$ cat config.mk
export PLATFORM = sky130hd
export DESIGN_NAME = uart_host_flat
export DESIGN_NICKNAME = d
export VERILOG_FILES = /design/src/rtl/uart_pkg.sv /design/src/rtl/uart_host_if.sv /design/src/rtl/uart_host_rx.sv /design/src/rtl/uart_host.sv /design/src/flat_wrapper.sv
export SDC_FILE = /design/constraint.sdc
export NUM_CORES = 1
export LEC_CHECK = 0
export CORE_MARGIN = 8
export CORE_UTILIZATION = 61
export DETAILED_ROUTE_END_ITERATION = 6
export PLACE_DENSITY = 0.84
export SYNTH_ARGS = -nofsm -noshare
export SYNTH_HDL_FRONTEND = slang
export SYNTH_SLANG_ARGS = --single-unit
$ cat constraint.sdc
create_clock -name clk -period 6.44 [get_ports clk]
set_clock_uncertainty 0.2 [all_clocks]
set_input_delay 0.644 -clock clk [delete_from_list [all_inputs] [get_ports clk]]
set_output_delay 0.644 -clock clk [all_outputs]
set_load 0.01 [all_outputs]
$ cat src/rtl/uart_pkg.sv
// Shared packet layout, timing constants, parity helper and FSM encodings
// for the host-side register-file UART.
package uart_pkg;
  localparam int OVERSAMPLE     = 16;
  localparam int PKT_W          = 18;
  localparam int ADDR_LSB       = 9;
  localparam int DATA_LSB       = 1;
  localparam int WRB_BIT        = 0;
  localparam int PAR_BIT        = 17;
  localparam int FRAME_BITS     = PKT_W + 2;
  localparam int TIMEOUT_CYCLES = 1024;

  typedef struct packed {
    logic       par;
    logic [7:0] addr;
    logic [7:0] data;
    logic       wrb;
  } pkt_t;

  typedef enum logic [1:0] {IDLE, TX, WAIT_RSP, DONE} state_t;
  typedef enum logic [1:0] {RX_HUNT, RX_START, RX_DATA, RX_STOP} rx_state_t;

  function automatic logic pkt_parity(input logic [PKT_W-2:0] body);
    return ~^body;
  endfunction
endpackage

$ cat src/rtl/uart_host_if.sv
// Request/response handshake between the harness and the UART host.
interface uart_host_if;
  logic       req_valid;
  logic       req_ready;
  logic       req_write;
  logic [7:0] req_addr;
  logic [7:0] req_wdata;
  logic       rsp_valid;
  logic       rsp_write;
  logic [7:0] rsp_rdata;
  logic       rsp_parity_err;
  logic       rsp_addr_err;
  logic       rsp_timeout;

  modport master (
    output req_valid, req_write, req_addr, req_wdata,
    input  req_ready, rsp_valid, rsp_write, rsp_rdata,
           rsp_parity_err, rsp_addr_err, rsp_timeout
  );
  modport slave (
    input  req_valid, req_write, req_addr, req_wdata,
    output req_ready, rsp_valid, rsp_write, rsp_rdata,
           rsp_parity_err, rsp_addr_err, rsp_timeout
  );
endinterface

$ cat src/rtl/uart_host_rx.sv
// Reply receiver: 2-flop synchronizer, mid-bit confirmed start detect,
// 16x sampling of 18 LSB-first bits plus stop. Held in hunt while en is low.
module uart_host_rx
  import uart_pkg::*;
(
  input  logic             clk,
  input  logic             reset_n,
  input  logic             en,
  input  logic             piso,
  output logic             start_det,
  output logic             done,
  output logic             stop_err,
  output logic [PKT_W-1:0] data
);
  localparam logic [3:0] MID  = 4'(OVERSAMPLE/2 - 1);
  localparam logic [3:0] LAST = 4'(OVERSAMPLE - 1);

  logic [1:0] sync;
  logic       s, s_d;
  rx_state_t  st;
  logic [3:0] cnt;
  logic [4:0] nbit;

  assign s         = sync[1];
  assign start_det = en && st == RX_HUNT && s_d && !s;

  always_ff @(posedge clk) begin
    if (!reset_n) begin
      sync <= 2'b11;
      s_d  <= 1'b1;
    end else begin
      sync <= {sync[0], piso};
      s_d  <= s;
    end
  end

  always_ff @(posedge clk) begin
    if (!reset_n) begin
      st       <= RX_HUNT;
      cnt      <= '0;
      nbit     <= '0;
      done     <= 1'b0;
      stop_err <= 1'b0;
      data     <= '0;
    end else if (!en) begin
      st   <= RX_HUNT;
      cnt  <= '0;
      nbit <= '0;
      done <= 1'b0;
    end else begin
      done <= 1'b0;
      case (st)
        RX_HUNT: if (start_det) begin
          st  <= RX_START;
          cnt <= '0;
        end
        // a line that is high again at mid start-bit was only a glitch
        RX_START: if (cnt == MID) begin
          cnt  <= '0;
          nbit <= '0;
          st   <= s ? RX_HUNT : RX_DATA;
        end else cnt <= cnt + 4'd1;
        RX_DATA: if (cnt == LAST) begin
          cnt  <= '0;
          data <= {s, data[PKT_W-1:1]};
          nbit <= nbit + 5'd1;
          if (nbit == 5'(PKT_W - 1)) st <= RX_STOP;
        end else cnt <= cnt + 4'd1;
        RX_STOP: if (cnt == LAST) begin
          cnt      <= '0;
          done     <= 1'b1;
          stop_err <= !s;
          st       <= RX_HUNT;
        end else cnt <= cnt + 4'd1;
        default: st <= RX_HUNT;
      endcase
    end
  end
endmodule

$ cat src/rtl/uart_host.sv
// Host initiator: serialises one request packet on posi and, for reads,
// collects the reply on piso. Optional read timeout under UART_HOST_TIMEOUT_EN.
module uart_host
  import uart_pkg::*;
(
  input  logic       clk,
  input  logic       reset_n,
  uart_host_if.slave bus,
  output logic       posi,
  input  logic       piso
);
  state_t                state, state_nx;
  pkt_t                  new_pkt;
  logic [7:0]            req_addr_q;
  logic                  req_wr;
  logic [FRAME_BITS-1:0] tx_sh;
  logic [3:0]            tx_cnt;
  logic [4:0]            tx_bit;
  logic                  accept, bit_end, tx_last;
  logic                  rx_en, rx_start, rx_done, rx_stop_err;
  logic [PKT_W-1:0]      rx_data;
  logic                  tmo_hit;

  assign accept  = bus.req_valid && bus.req_ready;
  assign bit_end = tx_cnt == 4'(OVERSAMPLE - 1);
  assign tx_last = state == TX && bit_end && tx_bit == 5'(FRAME_BITS - 1);
  // shifter idles at all-ones, so posi is the line idle level outside TX
  assign posi    = tx_sh[0];

  always_comb begin
    new_pkt.wrb  = bus.req_write;
    new_pkt.addr = bus.req_addr;
    new_pkt.data = bus.req_write ? bus.req_wdata : 8'h00;
    new_pkt.par  = pkt_parity({bus.req_addr, new_pkt.data, bus.req_write});
  end

  always_ff @(posedge clk) begin
    if (!reset_n) state <= IDLE;
    else          state <= state_nx;
  end

  always_comb begin
    state_nx = state;
    case (state)
      IDLE:     if (accept) state_nx = TX;
      TX:       if (tx_last) state_nx = req_wr ? DONE : WAIT_RSP;
      WAIT_RSP: if (rx_done || tmo_hit) state_nx = DONE;
      DONE:     state_nx = IDLE;
      default:  state_nx = IDLE;
    endcase
  end

  always_comb begin
    bus.req_ready = 1'b0;
    bus.rsp_valid = 1'b0;
    rx_en         = 1'b0;
    case (state)
      IDLE:     bus.req_ready = reset_n;
      WAIT_RSP: rx_en = 1'b1;
      DONE:     bus.rsp_valid = 1'b1;
      default:  ;
    endcase
  end

  always_ff @(posedge clk) begin
    if (!reset_n) begin
      tx_sh      <= '1;
      tx_cnt     <= '0;
      tx_bit     <= '0;
      req_addr_q <= '0;
      req_wr     <= 1'b0;
    end else if (accept) begin
      tx_sh      <= {1'b1, new_pkt, 1'b0};
      tx_cnt     <= '0;
      tx_bit     <= '0;
      req_addr_q <= bus.req_addr;
      req_wr     <= bus.req_write;
    end else if (state == TX) begin
      tx_cnt <= bit_end ? 4'd0 : tx_cnt + 4'd1;
      if (bit_end) begin
        tx_sh  <= {1'b1, tx_sh[FRAME_BITS-1:1]};
        tx_bit <= tx_bit + 5'd1;
      end
    end
  end

  // response fields are only rewritten on the way into DONE, so they hold
  always_ff @(posedge clk) begin
    if (!reset_n) begin
      bus.rsp_write      <= 1'b0;
      bus.rsp_rdata      <= '0;
      bus.rsp_parity_err <= 1'b0;
      bus.rsp_addr_err   <= 1'b0;
      bus.rsp_timeout    <= 1'b0;
    end else if (tx_last && req_wr) begin
      bus.rsp_write      <= 1'b1;
      bus.rsp_rdata      <= '0;
      bus.rsp_parity_err <= 1'b0;
      bus.rsp_addr_err   <= 1'b0;
      bus.rsp_timeout    <= 1'b0;
    end else if (state == WAIT_RSP && rx_done) begin
      bus.rsp_write      <= 1'b0;
      bus.rsp_rdata      <= rx_data[DATA_LSB +: 8];
      bus.rsp_parity_err <= rx_stop_err ||
                            (rx_data[PAR_BIT] != pkt_parity(rx_data[PKT_W-2:0]));
      bus.rsp_addr_err   <= (rx_data[ADDR_LSB +: 8] != req_addr_q) || rx_data[WRB_BIT];
      bus.rsp_timeout    <= 1'b0;
    end else if (tmo_hit) begin
      bus.rsp_write      <= 1'b0;
      bus.rsp_rdata      <= '0;
      bus.rsp_parity_err <= 1'b0;
      bus.rsp_addr_err   <= 1'b0;
      bus.rsp_timeout    <= 1'b1;
    end
  end

`ifdef UART_HOST_TIMEOUT_EN
  localparam int TMO_W = $clog2(TIMEOUT_CYCLES);
  logic [TMO_W-1:0] tmo_cnt;

  // restarting on a detected start gives a reply in flight its full window
  always_ff @(posedge clk) begin
    if (!reset_n || state != WAIT_RSP || rx_start) tmo_cnt <= '0;
    else                                           tmo_cnt <= tmo_cnt + TMO_W'(1);
  end
  assign tmo_hit = state == WAIT_RSP && !rx_done && tmo_cnt == TMO_W'(TIMEOUT_CYCLES - 1);
`else
  logic unused_rx_start;
  assign unused_rx_start = rx_start;
  assign tmo_hit         = 1'b0;
`endif

  uart_host_rx u_rx (
    .clk      (clk),
    .reset_n  (reset_n),
    .en       (rx_en),
    .piso     (piso),
    .start_det(rx_start),
    .done     (rx_done),
    .stop_err (rx_stop_err),
    .data     (rx_data)
  );
endmodule
$ cat src/flat_wrapper.sv
// flat-port wrapper written by rule: the top's interface ports become plain ports
module uart_host_flat import uart_pkg::*;
  (clk, reset_n, posi, piso, bus_req_valid, bus_req_write, bus_req_addr, bus_req_wdata, bus_req_ready, bus_rsp_valid, bus_rsp_write, bus_rsp_rdata, bus_rsp_parity_err, bus_rsp_addr_err, bus_rsp_timeout);
  uart_host_if bus_i ();
  input  logic clk;
  input  logic reset_n;
  output logic posi;
  input  logic piso;
  input wire logic [$bits(bus_i.req_valid)-1:0] bus_req_valid;
  input wire logic [$bits(bus_i.req_write)-1:0] bus_req_write;
  input wire logic [$bits(bus_i.req_addr)-1:0] bus_req_addr;
  input wire logic [$bits(bus_i.req_wdata)-1:0] bus_req_wdata;
  output wire logic [$bits(bus_i.req_ready)-1:0] bus_req_ready;
  output wire logic [$bits(bus_i.rsp_valid)-1:0] bus_rsp_valid;
  output wire logic [$bits(bus_i.rsp_write)-1:0] bus_rsp_write;
  output wire logic [$bits(bus_i.rsp_rdata)-1:0] bus_rsp_rdata;
  output wire logic [$bits(bus_i.rsp_parity_err)-1:0] bus_rsp_parity_err;
  output wire logic [$bits(bus_i.rsp_addr_err)-1:0] bus_rsp_addr_err;
  output wire logic [$bits(bus_i.rsp_timeout)-1:0] bus_rsp_timeout;
  assign bus_i.req_valid = bus_req_valid;
  assign bus_i.req_write = bus_req_write;
  assign bus_i.req_addr = bus_req_addr;
  assign bus_i.req_wdata = bus_req_wdata;
  assign bus_req_ready = bus_i.req_ready;
  assign bus_rsp_valid = bus_i.rsp_valid;
  assign bus_rsp_write = bus_i.rsp_write;
  assign bus_rsp_rdata = bus_i.rsp_rdata;
  assign bus_rsp_parity_err = bus_i.rsp_parity_err;
  assign bus_rsp_addr_err = bus_i.rsp_addr_err;
  assign bus_rsp_timeout = bus_i.rsp_timeout;
  uart_host u_core (.clk(clk), .reset_n(reset_n), .bus(bus_i), .posi(posi), .piso(piso));
endmodule
Word-level counts from Yosys, hierarchy flattened
Index checks and enable logic that the tools add are counted.
Cells by class
  add/subtract/negate cells: 4
  equal/unequal tests: 21
  muxes and demuxes: 30
  bitwise operators: 1
  reduce and logical (&&, ||, !) cells: 31
Operator list (number)
  2-to-1 mux 19 bit: 3
  XNOR reduction 17 bit: 2
  2-to-1 mux 2 bit: 9
  2-to-1 mux 4 bit: 4
  case mux 2 bit (4 select lines): 2
  AND reduction 3 bit: 5
  case mux 4 bit (3 select lines): 1
  adder 5 x 1 -> 5 bit, second input constant: 2
  == test 5 bit, second input constant: 2
  2-to-1 mux 5 bit: 2
  != test 2 bit, second input constant: 5
  case mux 5 bit (2 select lines): 1
  adder 4 x 1 -> 4 bit, second input constant: 2
  == test 2 bit, second input constant: 4
  == test 4 bit, second input constant: 2
  logical AND 1 bit: 8
  2-to-1 mux 8 bit: 1
  != test 8 bit: 1
  nonzero test 2 bit: 4
  2-to-1 mux 1 bit: 7
  != test 2 x 1 -> 1 bit, second input constant: 3
  AND reduction 2 bit: 3
  OR reduction 2 bit: 3
  AND reduction 5 bit: 1
  other kinds (7): 10
Storage, ports and cells
  flip-flop bits (word level): 84
  input bits: 21
  output and inout port bits: 15
  word-level logic and storage cells: 105

Depth between registers and ports, before layout
  word-level depth: 7
  mapped depth: 10
  depth with buffers taken out: 7

Modules after synthesis
From an unflattened synthesis, not the netlist that was laid out.
Unflattened totals
  cell total of the unflattened synthesis: 449
  area, all modules: 3982.6 um^2
Modules (own cells, without submodules)
  uart_host: times used 1, cells an instance 299, area each 2478.6 um^2, sequential area each 1001.0 um^2
  uart_host_rx: times used 1, cells an instance 150, area each 1503.9 um^2, sequential area each 680.7 um^2

Worst setup path before layout
No wires, ideal clock.
  path type: input to output
  from: in reset_n
  to: out bus_req_ready
  arrival time: 1.273 ns
  data required time: 5.596 ns
  setup slack: 4.323 ns
  stages: 3
  path buffers: 2
  cells stage by stage: clkbuf_1 -> clkbuf_1 -> and2_1
Between the ends
  longest elaborated chain between the ends: 1
RTL lines
  from (decl): RTL line flat_wrapper.sv:6  | input logic reset_n;
  2-to-1 mux 1 bit: RTL line uart_host.sv:57  | case (state)
  to (decl): RTL line flat_wrapper.sv:13  | output wire logic [$bits(bus_i.req_ready)-1:0] bus_req_ready;
No other way between the ends.

Final worst setup path
Same ends and word-level chain as after synthesis.

==> run_results.csv <==
group,metric,value,unit
grt,grt_pass1_vias,3102,
synthesis,synth_cell_types,46,
clock_tree,clk_latency,350,ps
final_layout,fin_cells,563,
pwr,totalPowerFinal,0.00119,W
critical_path,critPathKind,"input pin to output port",
synthesis,ys.flop_type,"dfxtp_1",
placed_design,gp_congestion,0.789,
critical_path,path_max_fanout,30,
pwr,pwr-share-comb,0.184,
hold_path,hold_path.class,"register to register",
sta,rsz0062_at_grt,"no",
synthesis,syn_inst,459,
synthesis,synthesis.area,0.00388,mm2
critical_path,regToRegSetupSlack,3260,ps
clock_tree,post-cts-setup-buffers,0,
grt,grt_antenna_before_repair,0,
final_layout,n_fill_cell,519,
synthesis,synth_warnings,0,
placed_design,pre_cts_ws,2830,ps
clock_tree,cts_tree,"yes",
final_layout,drive_gt1_frac,0.0391,
sta,fin_crit_sh,0.561,
clock_tree,cts_root_buffer,"clkbuf_8",
sta,setup_viol,0,
pwr,p_per_area,268,mW/mm2
critical_path,cp_common_cell,"clkdlybuf4s50_1",
critical_path,cp_cell_sequence,"clkdlybuf4s50_1, buf_4, and2_1, clkdlybuf4s50_1",
critical_path,endpoint_kind,"output port",
placed_design,dp_hpwl,5510,um
synthesis,synth_edf_count,0,
sta,worstMarginPinSlew,1090,ps
pwr,p_leak,1.61,nW
run_status,status,"completed",
clock_tree,cts_buffers,9,
critical_path,slowest_delay,970,ps
grt,grt_max_degree,31,
grt,grtUsageTotal,0.191,
sta,fin_hold_ws,216,ps
critical_path,cpMaxStageDelayCell,"clkdlybuf4s50_1",
sta,fin_tns_setup,0,ps
grt,grt_pass1_wl,14000,um
synthesis,ys_ff_latch,84,
clock_tree,cts_hold_buf,0,
critical_path,arrival,2770,ps
die,row_count,29,
pwr,clockPowerShare,0.322,
placed_design,io_buffers,34,
die,start_util,0.621,
die,core,0.00624,mm2
pwr,p_int,0.000847,W
sta,finalWorstPathRequiredPeriod,3610,ps
synthesis,synth_fp_nets,490,
synthesis,synth_area_per_cell,8.44,um2
synthesis,synth_seq_area_share,0.434,
sta,max_freq,0.277,GHz
critical_path,worstPathRequired,5600,ps
synthesis,ys_async_sr_fraction,0,
grt,grt-ovfl-total,0,
sta,fin_ws,2830,ps
clock_tree,clk_pin_slew,80,ps
critical_path,path_delay_family,"buffers and inverters",
critical_path,crit_buf_inv,3,
detailed_routing,wire_per_inst,13.9,um
final_layout,area_growth,13.9,%
clock_tree,clock_path_buffers,2,
pwr,switchingPower,0.000339,W
sta,hold_viol_final,0,
detailed_routing,first_iter_violations,183,
sta,slew_violations,0,
pwr,p_seq_frac,0.494,
sta,slew_headroom,0.272,
placed_design,place_inst,547,
clock_tree,cts.repair.resized,0,
pwr,swShare,0.286,
die,die_x,95.7,um
critical_path,start_kind,"input pin",
flow_run,drv_cap,0,
die,dieHeight,95.7,um
final_layout,nets,512,
die,die-area,0.00916,mm2
detailed_routing,via_count,3148,
pwr,peakVddDrop,0.164,mV
detailed_routing,dr.pass1.iters,4,
detailed_routing,via_per_inst,5.59,
detailed_routing,antenna_left,0,
final_layout,antennaDiodeCount,0,
clock_tree,cts_sinks,84,
detailed_routing,finalWirelength,7850,um
detailed_routing,drc,0,
die,ios,36,
clock_tree,htreeDepth,3,
==> final timing paths <==
check                                                    start                             end  depth (start not counted)
worst max-delay path                                   reset_n                   bus_req_ready                          4
worst min-delay path            u_core.u_rx.sync[0]$_SDFF_PN1_  u_core.u_rx.sync[1]$_SDFF_PN1_                          1
worst max register to register    u_core.state[1]$_SDFFE_PN0P_    u_core.state[0]$_SDFFE_PN0P_                          7
worst min register to register  u_core.u_rx.sync[0]$_SDFF_PN1_  u_core.u_rx.sync[1]$_SDFF_PN1_                          1
==> layer usage <==
metal | share of wire | vias up | global-route usage | wire length [um]
met1 | 0.46 | 1478 | 0.232 | 3630
met5 | 0 | - | 0 | 0
met2 | 0.48 | 59 | 0.317 | 3770
met3 | 0.039 | 16 | 0.0367 | 303
li1 | - | 1595 | - | -
met4 | 0.019 | 0 | 0.0922 | 146
==> final cells by class <==
type / count / area, um2 / share of cell area
repair buffers: 35 / 348 / 0.0788
clock inverters: 5 / 60.1 / 0.0136
clock buffers: 11 / 141 / 0.0320
inverters: 7 / 26.3 / 0.00595
flip-flops and latches: 84 / 1680 / 0.381
well taps: 77 / 96.3 / 0.0218
multi-input cells: 344 / 2060 / 0.467
==> through the flow <==
stage,instance area [um2],utilization
floorplan,3880,-
global placement,4220,0.675
detailed placement,4220,0.675
CTS,4420,0.708
global route,4420,0.708
finish,4420,0.708
==> power groups by stage <==
stage | registers (W) | clock network (W) | logic [W]
after floorplan | 0.000591 | 0 | 0.000164
after global placement | 0.000595 | 0 | 0.000206
after detailed placement | 0.000597 | 0 | 0.000218
after CTS | 0.000585 | 0.000387 | 0.000219
after global routing | 0.000590 | 0.000411 | 0.000248
final | 0.000585 | 0.000382 | 0.000218
==> Yosys cell counts (all sizes together), types with 3 or more instances <==
master | n | share of area
a211oi | 4 | 0.0077
a21boi | 19 | 0.037
a21oi | 18 | 0.024
a31oi | 9 | 0.015
and2 | 3 | 0.0048
buf | 8 | 0.012
clkbuf | 16 | 0.015
dfxtp | 84 | 0.43
ha | 10 | 0.032
inv | 6 | 0.0058
mux2i | 12 | 0.031
nand2 | 114 | 0.11
nand2b | 4 | 0.0065
nand3 | 25 | 0.032
nand4 | 8 | 0.013
nor2 | 24 | 0.023
nor3 | 3 | 0.0052
o21ai | 22 | 0.028
xnor2 | 31 | 0.070
xnor3 | 4 | 0.023
xor2 | 10 | 0.023
==> cells by family (layout without fill, tap and decap cells) <==
group                    Yosys count  in the layout  synth area share
buffers and inverters             31             58            0.0339
flip-flops                        84             84             0.434
XOR/XNOR                          45             45             0.116
adder cells (fa/ha/maj)           10             10            0.0323
AND/OR/NAND/NOR                  196            196             0.222
multiplexers                      12             12            0.0310
AO/OA/AOI/OAI                     80             80             0.130
other                              1              1          0.000967
==> layout by cell type, fill, tap and decap left out, types with 2 or more instances in the layout <==
cell / instances
nor2_1: 24
a211oi_1: 4
dfxtp_1: 84
and3_1: 2
or3_1: 2
nand2b_1: 4
xnor3_1: 4
a31oi_1: 9
o21ai_1: 21
mux2i_1: 12
a21oi_1: 17
nand2_1: 114
nor2b_1: 2
clkdlybuf4s50_1: 34
clkbuf_8: 10
a22oi_1: 2
a21boi_1: 19
nand4_1: 8
nand3b_1: 2
xor2_1: 10
and2_1: 3
ha_1: 10
inv_1: 5
nor3_1: 2
nor4_1: 2
nand3_1: 25
xnor2_1: 31
==> flip-flops by register name (all words and copies together), names as in the netlist, 4 cells and up, named ones only <==
name,count
u_core.u_rx.nbit,5
u_core.bus.rsp_rdata,8
u_core.tx_sh,19
u_core.tx_bit,5
u_core.u_rx.cnt,4
u_core.tx_cnt,4
u_core.req_addr_q,8
u_core.u_rx.data,18
Note: power is estimated with default switching activity, not from simulation.
